<file path="config.mk">
export PLATFORM = sky130hd
export DESIGN_NAME = uart_tx_arbiter_flat
export DESIGN_NICKNAME = d
export VERILOG_FILES = /design/src/rtl/uart_tx_arbiter_pkg.sv /design/src/rtl/uart_tx_arbiter_if.sv /design/src/rtl/uart_tx_arbiter_rr_pick.sv /design/src/rtl/uart_tx_arbiter.sv /design/src/flat_wrapper.sv
export SDC_FILE = /design/constraint.sdc
export NUM_CORES = 1
export LEC_CHECK = 0
export ABC_CLOCK_PERIOD_IN_PS = 1600
export CORE_MARGIN = 1
export CORE_UTILIZATION = 26
export DETAILED_ROUTE_END_ITERATION = 8
export GPL_ROUTABILITY_DRIVEN = 0
export GPL_TIMING_DRIVEN = 1
export PLACE_DENSITY = 0.75
export SKIP_LAST_GASP = 1
export SYNTH_ARGS = -nofsm -noshare
export SYNTH_HDL_FRONTEND = slang
export SYNTH_SLANG_ARGS = --single-unit
</file>
<file path="constraint.sdc">
create_clock -name clk -period 1.6 [get_ports clk]
set_clock_uncertainty 0.1 [all_clocks]
set_input_delay 0.48 -clock clk [delete_from_list [all_inputs] [get_ports clk]]
set_output_delay 0.48 -clock clk [all_outputs]
set_load 0.05 [all_outputs]
</file>
<file path="src/rtl/uart_tx_arbiter_pkg.sv">
// uart_pkg: shared types and default constants for the UART TX arbiter slice.
// Contents: arbiter FSM state type and default values for NREQ, DBIT,
// TIMEOUT and TO_BITS.
package uart_pkg;

  localparam int unsigned NREQ_DEF    = 4;
  localparam int unsigned DBIT_DEF    = 8;
  localparam int unsigned TIMEOUT_DEF = 255;
  localparam int unsigned TO_BITS_DEF = 8;

  typedef enum logic [0:0] {
    IDLE = 1'b0,
    SEND = 1'b1
  } arb_state_e;

endpackage

</file>
<file path="src/rtl/uart_tx_arbiter_if.sv">
// uart_tx_arbiter_if: requester bytes in, TX FIFO write port out.
// master: requester/FIFO side (drives req_valid, req_last, req_data, tx_full)
// slave : arbiter side (drives req_ready, wr_uart, w_data)
interface uart_tx_arbiter_if
  import uart_pkg::*;
#(
  parameter int unsigned NREQ = NREQ_DEF,
  parameter int unsigned DBIT = DBIT_DEF
);

  logic [NREQ-1:0]      req_valid;
  logic [NREQ-1:0]      req_last;
  logic [NREQ*DBIT-1:0] req_data;
  logic [NREQ-1:0]      req_ready;
  logic                 tx_full;
  logic                 wr_uart;
  logic [DBIT-1:0]      w_data;

  modport master (
    output req_valid, req_last, req_data, tx_full,
    input  req_ready, wr_uart, w_data
  );

  modport slave (
    input  req_valid, req_last, req_data, tx_full,
    output req_ready, wr_uart, w_data
  );

endinterface

</file>
<file path="src/rtl/uart_tx_arbiter_rr_pick.sv">
// rr_pick: round-robin search, first set bit of req at or above ptr, wrapping.
// Ports: req (request vector), ptr (start index) -> pick (one-hot), valid.
module rr_pick #(
  parameter int unsigned NREQ  = 4,
  parameter int unsigned PTR_W = 2
) (
  input  logic [NREQ-1:0]  req,
  input  logic [PTR_W-1:0] ptr,
  output logic [NREQ-1:0]  pick,
  output logic             valid
);

  // Walk offsets 0..NREQ-1 from ptr; every index compare is against a
  // loop constant so no variable bit-select is needed.
  always_comb begin
    int unsigned pos;
    logic        found;
    pick  = '0;
    found = 1'b0;
    pos   = 0;
    for (int unsigned k = 0; k < NREQ; k++) begin
      pos = 32'(ptr) + k;
      if (pos >= NREQ) pos = pos - NREQ;
      for (int unsigned i = 0; i < NREQ; i++) begin
        if (!found && (i == pos) && req[i]) begin
          pick[i] = 1'b1;
          found   = 1'b1;
        end
      end
    end
    valid = found;
  end

endmodule

</file>
<file path="src/rtl/uart_tx_arbiter.sv">
// uart_tx_arbiter: packet-level round-robin arbiter feeding one UART TX FIFO.
// A requester owns the FIFO from grant until its last byte is accepted;
// bytes are passed through combinationally (no buffering).
// Ports: clk, reset (sync, active-low), bus (uart_tx_arbiter_if.slave),
//        grant (one-hot owner), busy (packet in flight), timeout_tick.
// Optional feature: define UART_TX_ARB_TIMEOUT_EN to revoke a grant whose
// owner stays invalid for TIMEOUT cycles; otherwise timeout_tick is tied 0.
module uart_tx_arbiter
  import uart_pkg::*;
#(
  parameter int unsigned NREQ    = NREQ_DEF,
  parameter int unsigned DBIT    = DBIT_DEF,
  parameter int unsigned TIMEOUT = TIMEOUT_DEF,
  parameter int unsigned TO_BITS = TO_BITS_DEF
) (
  input  logic                  clk,
  input  logic                  reset,
  uart_tx_arbiter_if.slave      bus,
  output logic [NREQ-1:0]       grant,
  output logic                  busy,
  output logic                  timeout_tick
);

  localparam int unsigned PTR_W = (NREQ > 1) ? $clog2(NREQ) : 1;

  arb_state_e       state_q, state_d;
  logic [NREQ-1:0]  grant_d;
  logic [PTR_W-1:0] rr_ptr_q, rr_ptr_d;
  logic [PTR_W-1:0] nxt_ptr;
  logic [NREQ-1:0]  pick;
  logic             pick_valid;
  logic             own_valid;
  logic             own_last;
  logic             xfer;
  logic             drop;
  logic [DBIT-1:0]  w_data_c;

  rr_pick #(
    .NREQ  (NREQ),
    .PTR_W (PTR_W)
  ) u_pick (
    .req   (bus.req_valid),
    .ptr   (rr_ptr_q),
    .pick  (pick),
    .valid (pick_valid)
  );

  // Owner's view of the request lanes: data mux and post-packet pointer.
  always_comb begin
    w_data_c = '0;
    nxt_ptr  = rr_ptr_q;
    for (int unsigned i = 0; i < NREQ; i++) begin
      if (grant[i]) begin
        w_data_c = w_data_c | bus.req_data[i*DBIT +: DBIT];
        nxt_ptr  = (i == NREQ - 1) ? '0 : PTR_W'(i + 1);
      end
    end
  end

  assign own_valid = |(grant & bus.req_valid);
  assign own_last  = |(grant & bus.req_last);
  assign busy      = (state_q == SEND);

  // Reset gates the strobe so an aborted packet never leaks a byte.
  assign xfer          = reset && busy && own_valid && !bus.tx_full;
  assign bus.wr_uart   = xfer;
  assign bus.req_ready = grant & {NREQ{xfer}};
  assign bus.w_data    = w_data_c;

`ifdef UART_TX_ARB_TIMEOUT_EN
  logic [TO_BITS-1:0] to_cnt_q, to_cnt_d;
  logic               tick_q, tick_d;
  assign timeout_tick = tick_q;
`else
  logic [TO_BITS-1:0] unused_to;
  assign unused_to    = TO_BITS'(TIMEOUT);
  assign timeout_tick = 1'b0;
`endif

  // Next-state: grant on IDLE, release on accepted last byte (or timeout).
  always_comb begin
    state_d  = state_q;
    grant_d  = grant;
    rr_ptr_d = rr_ptr_q;
    drop     = 1'b0;
`ifdef UART_TX_ARB_TIMEOUT_EN
    to_cnt_d = '0;
    tick_d   = 1'b0;
`endif
    unique case (state_q)
      IDLE: begin
        if (pick_valid) begin
          grant_d = pick;
          state_d = SEND;
        end
      end
      SEND: begin
        if (xfer && own_last) begin
          drop = 1'b1;
        end
`ifdef UART_TX_ARB_TIMEOUT_EN
        // Only an absent owner counts; tx_full stalls keep the count at 0.
        else if (!own_valid) begin
          to_cnt_d = to_cnt_q + TO_BITS'(1);
          if (to_cnt_d == TO_BITS'(TIMEOUT)) begin
            drop   = 1'b1;
            tick_d = 1'b1;
          end
        end
`endif
        if (drop) begin
          state_d  = IDLE;
          grant_d  = '0;
          rr_ptr_d = nxt_ptr;
        end
      end
      default: begin
        state_d = IDLE;
        grant_d = '0;
      end
    endcase
  end

  // State register.
  always_ff @(posedge clk) begin
    if (!reset) begin
      state_q  <= IDLE;
      grant    <= '0;
      rr_ptr_q <= '0;
`ifdef UART_TX_ARB_TIMEOUT_EN
      to_cnt_q <= '0;
      tick_q   <= 1'b0;
`endif
    end else begin
      state_q  <= state_d;
      grant    <= grant_d;
      rr_ptr_q <= rr_ptr_d;
`ifdef UART_TX_ARB_TIMEOUT_EN
      to_cnt_q <= to_cnt_d;
      tick_q   <= tick_d;
`endif
    end
  end

endmodule

</file>
<file path="src/flat_wrapper.sv">
// flat-port wrapper written by rule: the top's interface ports become plain ports
module uart_tx_arbiter_flat import uart_pkg::*;
#(
  parameter int unsigned NREQ    = NREQ_DEF,
  parameter int unsigned DBIT    = DBIT_DEF,
  parameter int unsigned TIMEOUT = TIMEOUT_DEF,
  parameter int unsigned TO_BITS = TO_BITS_DEF
)
  (clk, reset, grant, busy, timeout_tick, bus_req_valid, bus_req_last, bus_req_data, bus_tx_full, bus_req_ready, bus_wr_uart, bus_w_data);
  uart_tx_arbiter_if #(.NREQ(NREQ), .DBIT(DBIT)) bus_i ();
  input  logic clk;
  input  logic reset;
  output logic [NREQ-1:0] grant;
  output logic busy;
  output logic timeout_tick;
  input wire logic [$bits(bus_i.req_valid)-1:0] bus_req_valid;
  input wire logic [$bits(bus_i.req_last)-1:0] bus_req_last;
  input wire logic [$bits(bus_i.req_data)-1:0] bus_req_data;
  input wire logic [$bits(bus_i.tx_full)-1:0] bus_tx_full;
  output wire logic [$bits(bus_i.req_ready)-1:0] bus_req_ready;
  output wire logic [$bits(bus_i.wr_uart)-1:0] bus_wr_uart;
  output wire logic [$bits(bus_i.w_data)-1:0] bus_w_data;
  assign bus_i.req_valid = bus_req_valid;
  assign bus_i.req_last = bus_req_last;
  assign bus_i.req_data = bus_req_data;
  assign bus_i.tx_full = bus_tx_full;
  assign bus_req_ready = bus_i.req_ready;
  assign bus_wr_uart = bus_i.wr_uart;
  assign bus_w_data = bus_i.w_data;
  uart_tx_arbiter #(.NREQ(NREQ), .DBIT(DBIT), .TIMEOUT(TIMEOUT), .TO_BITS(TO_BITS)) u_core (.clk(clk), .reset(reset), .bus(bus_i), .grant(grant), .busy(busy), .timeout_tick(timeout_tick));
endmodule
</file>
# Yosys cells after proc, flatten, opt, wreduce, memory -nomap -nowiden

Index checks and enable logic that the tools add are counted.

ROM bits: 0
Flip-flop bits (word level): 7
Output and inout port bits: 19
Memories kept: 0
Latch bits: 0
Bits in writable memories: 0
Input bits: 43

Order comparisons: 4
Shift-type cells: 0
Multiplexer cells: 51
$mul: 0
Divide/modulo/power cells: 0
Add/subtract/negate cells: 7
Bitwise logic cells: 7
Reduce and logical (&&, ||, !) cells: 60
Equality and inequality tests: 14

Operators by type and width:

| kind                | count |
|---|---|
| $eq 2x32->1 const A | 8 |
| $eq 1x32->1 const A | 4 |
| $logic_not 32->1    | 4 |
| $mux 32             | 4 |
| $logic_and 1x1->1   | 35 |
| $mux 1              | 35 |
| $mux 8              | 4 |
| $or 8x8->8          | 3 |
| $logic_not 1->1     | 16 |
| $and 4x4->4         | 3 |
| $sub 3x3->4 const B | 3 |
| $ge 3x3->1 const B  | 3 |
| $mux 2              | 4 |
| $mux 4              | 2 |
| $pmux 4 s2          | 1 |
| $reduce_or 4->1     | 2 |
| $add 2x2->3 const B | 2 |
| $reduce_bool 4->1   | 1 |
| $sub 2x3->4 const B | 1 |
| $add 2x1->3 const B | 1 |
| $ge 2x3->1 const B  | 1 |
| $reduce_and 3->1    | 1 |
| $ne 2x1->1 const B  | 1 |
| $ne 2x2->1 const B  | 1 |
| 3 further kinds     | 3 |

# Longest topological paths before layout

Gate-level depths: netlist of the first run.

Depth after elaboration: 67
Gate-level depth with buffers: 4

# By module

Synthesis of the first run repeated with hierarchy kept, for this count alone.

Cell total of the unflattened synthesis: 91
Area total of the unflattened synthesis: 660.6 µm²

Modules (own cells, without submodules):

| module          | instances | cells each | area an instance (µm²) |
|---|---|---|---|
| uart_tx_arbiter | 1         | 72         | 553.0 |
| rr_pick         | 1         | 19         | 107.6 |

# Least setup slack after synthesis of the first run

OpenSTA, ideal clock, no wires.

Path kind: register to output
From: reg u_core.grant[1]
To: out bus_req_ready[0]
Setup slack: -1036 ps
Data arrival time: 2056 ps
Stages on the path, launching flop included: 4
Path through: dfxtp_1 -> a22oi_1 -> a211oi_4 -> and2_2

Cells in the longest elaborated chain, start to end: 5

Ends and longest elaborated chain:

| what                           | RTL line               | text |
|---|---|---|
| start: declaration             | uart_tx_arbiter.sv:19  | `output logic [NREQ-1:0] grant,` |
| start signal: assignment       | uart_tx_arbiter.sv:136 | `grant <= grant_d;` |
| $and 4x4->4                    | uart_tx_arbiter.sv:60  | `assign own_valid = \|(grant & bus.req_valid);` |
| $reduce_or 4->1                | uart_tx_arbiter.sv:60  |  |
| $logic_and 1x1->1 (2 in a row) | uart_tx_arbiter.sv:65  | `assign xfer = reset && busy && own_valid && !bus.tx_full;` |
| named net bus_wr_uart          | flat_wrapper.sv:21     | `output wire logic [$bits(bus_i.wr_uart)-1:0] bus_wr_uart;` |
| $and 4x4->4                    | uart_tx_arbiter.sv:67  | `assign bus.req_ready = grant & {NREQ{xfer}};` |
| end: declaration               | flat_wrapper.sv:20     | `output wire logic [$bits(bus_i.req_ready)-1:0] bus_req_ready;` |

The timed path passes the listed nets, and every way through them passes these cells.

# Worst setup path after layout of the first run

From: reg u_core.grant[3]
To: out bus_req_ready[3]

Cells in the longest elaborated chain, start to end: 5

Ends and longest elaborated chain:

| what                           | RTL line |
|---|---|
| $and 4x4->4                    | uart_tx_arbiter.sv:60 |
| $reduce_or 4->1                | uart_tx_arbiter.sv:60 |
| $logic_and 1x1->1 (2 in a row) | uart_tx_arbiter.sv:65 |
| $and 4x4->4 (*)                | uart_tx_arbiter.sv:67 |

Every way passes the cells marked *; elsewhere a longest branch is shown, timed or not.

==> reports/results.tsv, run 1 <==
stage	metric	value	unit
status	status	complete, but fails checks	
status	violations	setup timing	
setup_path	start_kind	register	
detailed_routing	drt-initial-drc-count	37	
cts	cts_tree	built	
logic_synthesis	ys_seq_elements	7	
pwr	finalPower	0.000777	W
timing	slew_viol_final	0	
timing	period_minus_slack	2.00	ns
setup_path	cpPeakStageDelay	0.36	ns
logic_synthesis	synthFlopType	dfxtp_1	
logic_synthesis	ys_seq_area_frac	0.224	
flow_run	cap_violations	0	
setup_path	slowest_stage	dfxtp_4	
floorplan	rows	17	
logic_synthesis	syn_nets	125	
detailed_routing	final_antenna_net_count	0	
logic_synthesis	avgSynthCellArea	7.63	sq um
finish	postLayoutCellArea	1690	sq um
cts	clock_sink_count	7	
logic_synthesis	synth_most_common_cell	a22oi_1	
floorplan	dieArea	2610	sq um
logic_synthesis	synth_cell_types	27	
detailed_routing	first_pass_iters	4	
pwr	irDropWorstVdd	0.329	mV
setup_path	path_cells	a22oi_2 -> a211oi_4 -> and2_4 -> buf_12	
setup_path	required	1.02	ns
cts	h-tree-depth	1	
global_route	grt_pass1_wl	4600	um
cts	cts_buffers	3	
global_route	grt.overflow.total	0	
floorplan	core_area	2230	sq um
logic_synthesis	netlist.area_leader.share	0.228	
setup_path	cp_num_buf_inv	1	
finish	final_nets	201	
cts	root_buffer	clkbuf_4	
floorplan	fp.dieW	51.1	um
setup_path	critPathMaxFanout	5	
logic_synthesis	synth_commonest_cells	a22oi_1 (19), nand2_1 (12), dfxtp_1 (7)	
place	dp_hpwl	2180	um
floorplan	fp.dieH	51.1	um
floorplan	start_util	0.280	
cts	cts_buffer_depth	2	
setup_path	critPathTopFamily	compound AO/OA/AOI/OAI gates	
timing	fin_ws	-0.397	ns
pwr	p_per_area	461	nW/um^2
setup_path	critPathCaptureType	output port	
logic_synthesis	syn_inst	82	
timing	finalHoldViolations	0	
timing	finalCritPeriodShare	1.25	
global_route	antenna_found_initial	0	
timing	finalSetupViolations	16	
logic_synthesis	netlist_area	626	sq um
setup_path	critical_path_class	register to output port	
finish	layout-drive-gt1-share	0.535	
logic_synthesis	netlist_top_cells_area	a22oi_1 (23%), dfxtp_1 (22%), nand2_1 (7.2%), and2_2 (4.8%), a21oi_1 (4.0%)	
logic_synthesis	async_flop_share	0	
floorplan	ioPinCount	62	
global_route	grt_pass1_vias	1002	
cts	clk_pin_slew	0.06	ns
detailed_routing	drc	0	
logic_synthesis	yosys_warnings	0	
detailed_routing	routed_wl	3170	um
pwr	leakage	0.697	nW
cts	clock_latency	0.27	ns
setup_path	crit_arrival	1.42	ns
place	place_area	1570	sq um
finish	antenna_cells	0	
global_route	grtUsageTotal	0.238	
global_route	grt_max_degree	15	
detailed_routing	num_vias	1007	
detailed_routing	via_per_inst	5.44	
logic_synthesis	yosysTopAreaCell	a22oi_1	
detailed_routing	wl_per_cell	17.1	um
min_path	min_path_type	register to register	
finish	syn2layout_area_growth	169	%
timing	rsz0062_at_grt	true	
logic_synthesis	synth_edf_count	0	
timing	fmax	501	MHz
cts	cts_hold_buffers	0	
place	port_buffers	60	
==> tightest hold or removal path: cells and delay by family, from the launching register on <==
kind | cells | cell delay (ns)
flops | 1 | 0.37
mux | 1 | 0.06
simple gates | 1 | 0.08
==> cell families (layout without fill, tap and decap cells) <==
group | Yosys count | after routing | share of synthesized area
buffers and inverters | 7 | 82 | 0.0480
muxes | 1 | 1 | 0.0160
and+or+nand+nor | 27 | 27 | 0.214
other | 1 | 1 | 0.00599
DFF | 7 | 7 | 0.224
AOI/OAI and AO/OA | 39 | 39 | 0.492
==> repair_timing <==
| action | CTS | global route |
|---|---|---|
| setup buffers | 1 | 3 |
| endpoints found under the setup margin | 22 | 20 |
| cloned | 0 | 0 |
| gates resized for setup | 77 | 7 |
| pin swaps | 31 | 7 |
==> cell usage in the layout (no fill, tap or decap) <==
| master | count |
|---|---|
| buf_2 | 5 |
| conb_1 | 1 |
| a21oi_1 | 5 |
| dfxtp_4 | 5 |
| clkdlybuf4s50_1 | 4 |
| a22oi_1 | 2 |
| inv_1 | 2 |
| o2bb2ai_1 | 2 |
| o211ai_1 | 2 |
| dfxtp_1 | 2 |
| nand2_2 | 10 |
| nand2b_1 | 3 |
| dlygate4sd2_1 | 33 |
| o22ai_1 | 2 |
| a21o_2 | 1 |
| and3_1 | 1 |
| o21bai_1 | 1 |
| clkbuf_4 | 3 |
| a22oi_2 | 18 |
| nand2_1 | 3 |
| nor2b_1 | 1 |
| a211oi_4 | 1 |
| o21ai_0 | 1 |
| a32o_1 | 2 |
| a21oi_4 | 1 |
| o31ai_2 | 1 |
| nor4_4 | 1 |
| clkbuf_1 | 1 |
| nor2_1 | 4 |
| buf_4 | 12 |
| mux2i_1 | 1 |
| buf_6 | 2 |
| and2_4 | 4 |
| buf_12 | 20 |
==> metrics by stage <==
| stage | util | setup TNS (ns) | setup WS (ns) | std cells | hold WS [ns] |
|---|---|---|---|---|---|
| final | 0.755 | -3.81 | -0.397 | 185 | 0.459 |
| after global routing | 0.755 | -4.39 | -0.432 | 185 | 0.516 |
| after CTS | 0.741 | -3.77 | -0.373 | 183 | 0.443 |
| after detailed placement | 0.701 | -10.20 | -0.740 | 178 | 0.434 |
| after global placement | 0.701 | -9.23 | -0.698 | 178 | 0.416 |
| after floorplan | - | -4.79 | -0.619 | 82 | 0.389 |
==> area by class of cell <==
| cell class | count | area (sq um) |
|---|---|---|
| timing repair buffer | 76 | 867 |
| multi-input combinational | 68 | 591 |
| fill | 159 | 548 |
| sequential | 7 | 159 |
| tap | 28 | 35.0 |
| clock buffer | 4 | 26.3 |
| inverter | 2 | 7.51 |
==> flip-flops by register name (all words and copies together) (netlist names) <==
signal	cells
u_core.busy	1
u_core.rr_ptr_q	2
u_core.grant	4
==> worst paths after layout <==
check                             startpoint                         endpoint  slack [ns]  cells past startpoint
max             u_core.grant[3]$_SDFFE_PN0P_                 bus_req_ready[3]       -0.40                      4
min          u_core.rr_ptr_q[1]$_SDFFE_PN0P_  u_core.rr_ptr_q[1]$_SDFFE_PN0P_        0.46                      2
max reg2reg     u_core.grant[3]$_SDFFE_PN0P_     u_core.grant[2]$_SDFFE_PN0P_        0.03                      6
min reg2reg  u_core.rr_ptr_q[1]$_SDFFE_PN0P_  u_core.rr_ptr_q[1]$_SDFFE_PN0P_        0.46                      2
==> layer usage <==
layer  vias to the layer above  track usage  part of all wire
li1                        464            -                 -
met3                         7       0.0565             0.099
met5                         -            0                 0
met4                         0       0.0833             0.019
met1                       469        0.255              0.38
met2                        67        0.447              0.50
==> power by group <==
part           switching [W]  total, W  internal [W]
Combinational       0.000209  0.000413      0.000204
Sequential        0.00000559  0.000181      0.000176
Clock              0.0000866  0.000183     0.0000966
Note: power is estimated with default switching activity, not from simulation.
==> run 2, diff against run 1 <==
CTS_BUF_LIST = sky130_fd_sc_hd__clkbuf_4 sky130_fd_sc_hd__clkbuf_8 sky130_fd_sc_hd__clkbuf_16   (was not set)
==> reports/results.tsv, run 2 (synthesis results as in run 1) <==
stage	metric	value	unit	change
status	status	complete, but fails checks		unchanged
status	violations	setup timing		unchanged
setup_path	critPathMaxFanout	5		unchanged
setup_path	rr_worst_depth	6		unchanged
setup_path	required	1.02	ns	about the same
cts	h-tree-depth	1		unchanged
cts	clock_sink_count	7		unchanged
finish	antenna_cells	0		unchanged
cts	cts_tree	built		unchanged
setup_path	critPathTopFamily	compound AO/OA/AOI/OAI gates		unchanged
floorplan	fp.dieW	51.1	um	unchanged
pwr	irDropWorstVdd	0.478	mV	was 0.329 mV
timing	fin_setup_tns	-3.92	ns	was -3.81 ns
detailed_routing	routed_wl	3180	um	was 3170 um
setup_path	start_kind	register		unchanged
finish	regArea	159	sq um	unchanged
finish	syn2layout_area_growth	170	%	was 169%
detailed_routing	drc	0		unchanged
cts	cts_buffer_depth	2		unchanged
timing	period_minus_slack	1.99	ns	was 2.00 ns
timing	timing.hold.ws	0.473	ns	was 0.459 ns
cts	root_buffer	clkbuf_4		unchanged
floorplan	fp.dieH	51.1	um	unchanged
min_path	min_path_type	register to register		unchanged
global_route	grt_pass1_wl	4640	um	was 4600 um
detailed_routing	wl_per_cell	17.2	um	was 17.1 um
setup_path	cp_num_buf_inv	1		unchanged
finish	fillCellCount	161		was 159
flow_run	cap_violations	0		unchanged
global_route	grt.overflow.total	0		unchanged
pwr	p_per_area	473	nW/um^2	was 461 nW/um^2
detailed_routing	drt-initial-drc-count	18		was 37
global_route	antenna_found_initial	0		unchanged
floorplan	dieArea	2610	sq um	unchanged
floorplan	ioPinCount	62		unchanged
global_route	grt_pass1_vias	1020		was 1,002
setup_path	startpoint	u_core.grant[3]$_SDFFE_PN0P_		unchanged
floorplan	start_util	0.280		unchanged
setup_path	critical_path_class	register to output port		unchanged
setup_path	r2r_setup_slack	0.04	ns	was 0.03 ns
finish	final_common_cell	dlygate4sd2_1		unchanged
cts	clk_pin_slew	0.06	ns	about the same
cts	cts_buffers	3		unchanged
finish	layout-drive-gt1-share	0.541		was 0.535
setup_path	r2r_end	u_core.grant[2]$_SDFFE_PN0P_		unchanged
timing	finalCritPeriodShare	1.25		about the same
min_path	holdPathStages	2		unchanged
floorplan	rows	17		unchanged
timing	slew_viol_final	0		unchanged
place	place_area	1570	sq um	unchanged
global_route	grt_max_degree	15		unchanged
cts	clock_latency	0.28	ns	was 0.27 ns
place	dp_hpwl	2180	um	unchanged
finish	final_cell_mix	dlygate4sd2_1 (33), buf_12 (20), a22oi_2 (18)		unchanged
detailed_routing	num_vias	1008		was 1,007
setup_path	crit_arrival	1.41	ns	was 1.42 ns
setup_path	slowest_stage	dfxtp_4		unchanged
setup_path	critPathCaptureType	output port		unchanged
timing	finalHoldViolations	0		unchanged
pwr	leakage	0.700	nW	was 0.697 nW
setup_path	path_cells	a22oi_2 -> a211oi_4 -> and2_4 -> buf_12		unchanged
setup_path	cpPeakStageDelay	0.37	ns	was 0.36 ns
timing	fin_ws	-0.395	ns	was -0.397 ns
finish	multi_input_area	591	sq um	unchanged
min_path	whs_endpoint	u_core.rr_ptr_q[1]$_SDFFE_PN0P_		unchanged
setup_path	timing.rr.start	u_core.grant[3]$_SDFFE_PN0P_		unchanged
place	port_buffers	60		unchanged
detailed_routing	final_antenna_net_count	0		unchanged
finish	postLayoutCellArea	1690	sq um	about the same
timing	finalSetupViolations	16		unchanged
global_route	grtUsageTotal	0.240		was 0.238
detailed_routing	via_per_inst	5.45		was 5.44
finish	fin_util	0.756		was 0.755
min_path	min-delay-start	u_core.rr_ptr_q[1]$_SDFFE_PN0P_		unchanged
finish	largest_reg_flops	4		unchanged
cts	cts_hold_buffers	0		unchanged
finish	largest_register	u_core.grant		unchanged
finish	final_nets	201		unchanged
timing	fmax	501	MHz	about the same
detailed_routing	first_pass_iters	4		unchanged
timing	rsz0062_at_grt	true		unchanged
floorplan	core_area	2230	sq um	unchanged
run 2: report_power, final:
part           internal (W)  switching, W  total (W)
sequential         0.000176    0.00000556   0.000181
clock              0.000114     0.0000908   0.000205
combinational      0.000204      0.000209   0.000413
total              0.000493      0.000305   0.000798
run 2: tightest hold or removal path: cells and delay by family, from the launching register on:
family | cells | cell delay (ns)
flip-flops | 1 | 0.37
multiplexers | 1 | 0.06
AND/OR/NAND/NOR | 1 | 0.09
run 2: metal layers:
layer | track usage | vias up | wire length (um)
met1 | 0.253 | 473 | 1200
met5 | 0 | - | 0
met4 | 0.102 | 0 | 91
met2 | 0.445 | 61 | 1570
met3 | 0.0595 | 9 | 310
li1 | - | 465 | -
run 2: timing repair:
| action | 4_1_cts | 5_1_grt |
|---|---|---|
| pin swaps | 31 | 7 |
| endpoints found under the setup margin | 22 | 20 |
| buffers inserted | 1 | 3 |
| gates cloned | 0 | 0 |
| resized for setup | 77 | 7 |
run 2: final cells by class:
cell class / count / share of cell area
Sequential cell: 7 / 0.0941
Inverter: 2 / 0.00444
Clock buffer: 4 / 0.0178
Timing Repair Buffer: 76 / 0.513
Tap cell: 28 / 0.0207
Multi-Input combinational cell: 68 / 0.350
run 2: worst max path at each step:
stage,endpoint,slack (ns),depth (start not counted)
floorplan,bus_req_ready[0],-0.62,3
global placement,bus_wr_uart,-0.70,5
detailed placement,bus_wr_uart,-0.74,5
CTS,bus_req_ready[2],-0.37,4
global route,bus_req_ready[2],-0.42,4
finish,bus_req_ready[3],-0.39,4
run 2: stage by stage:
| step | setup slack (ns) | instances | power, W |
|---|---|---|---|
| 2_1_floorplan | -0.619 | 82 | 0.000341 |
| 3_3_place_gp | -0.698 | 178 | 0.000585 |
| 3_5_place_dp | -0.740 | 178 | 0.000593 |
| 4_1_cts | -0.373 | 183 | 0.000784 |
| 5_1_grt | -0.424 | 185 | 0.000822 |
| 6_report | -0.395 | 185 | 0.000798 |
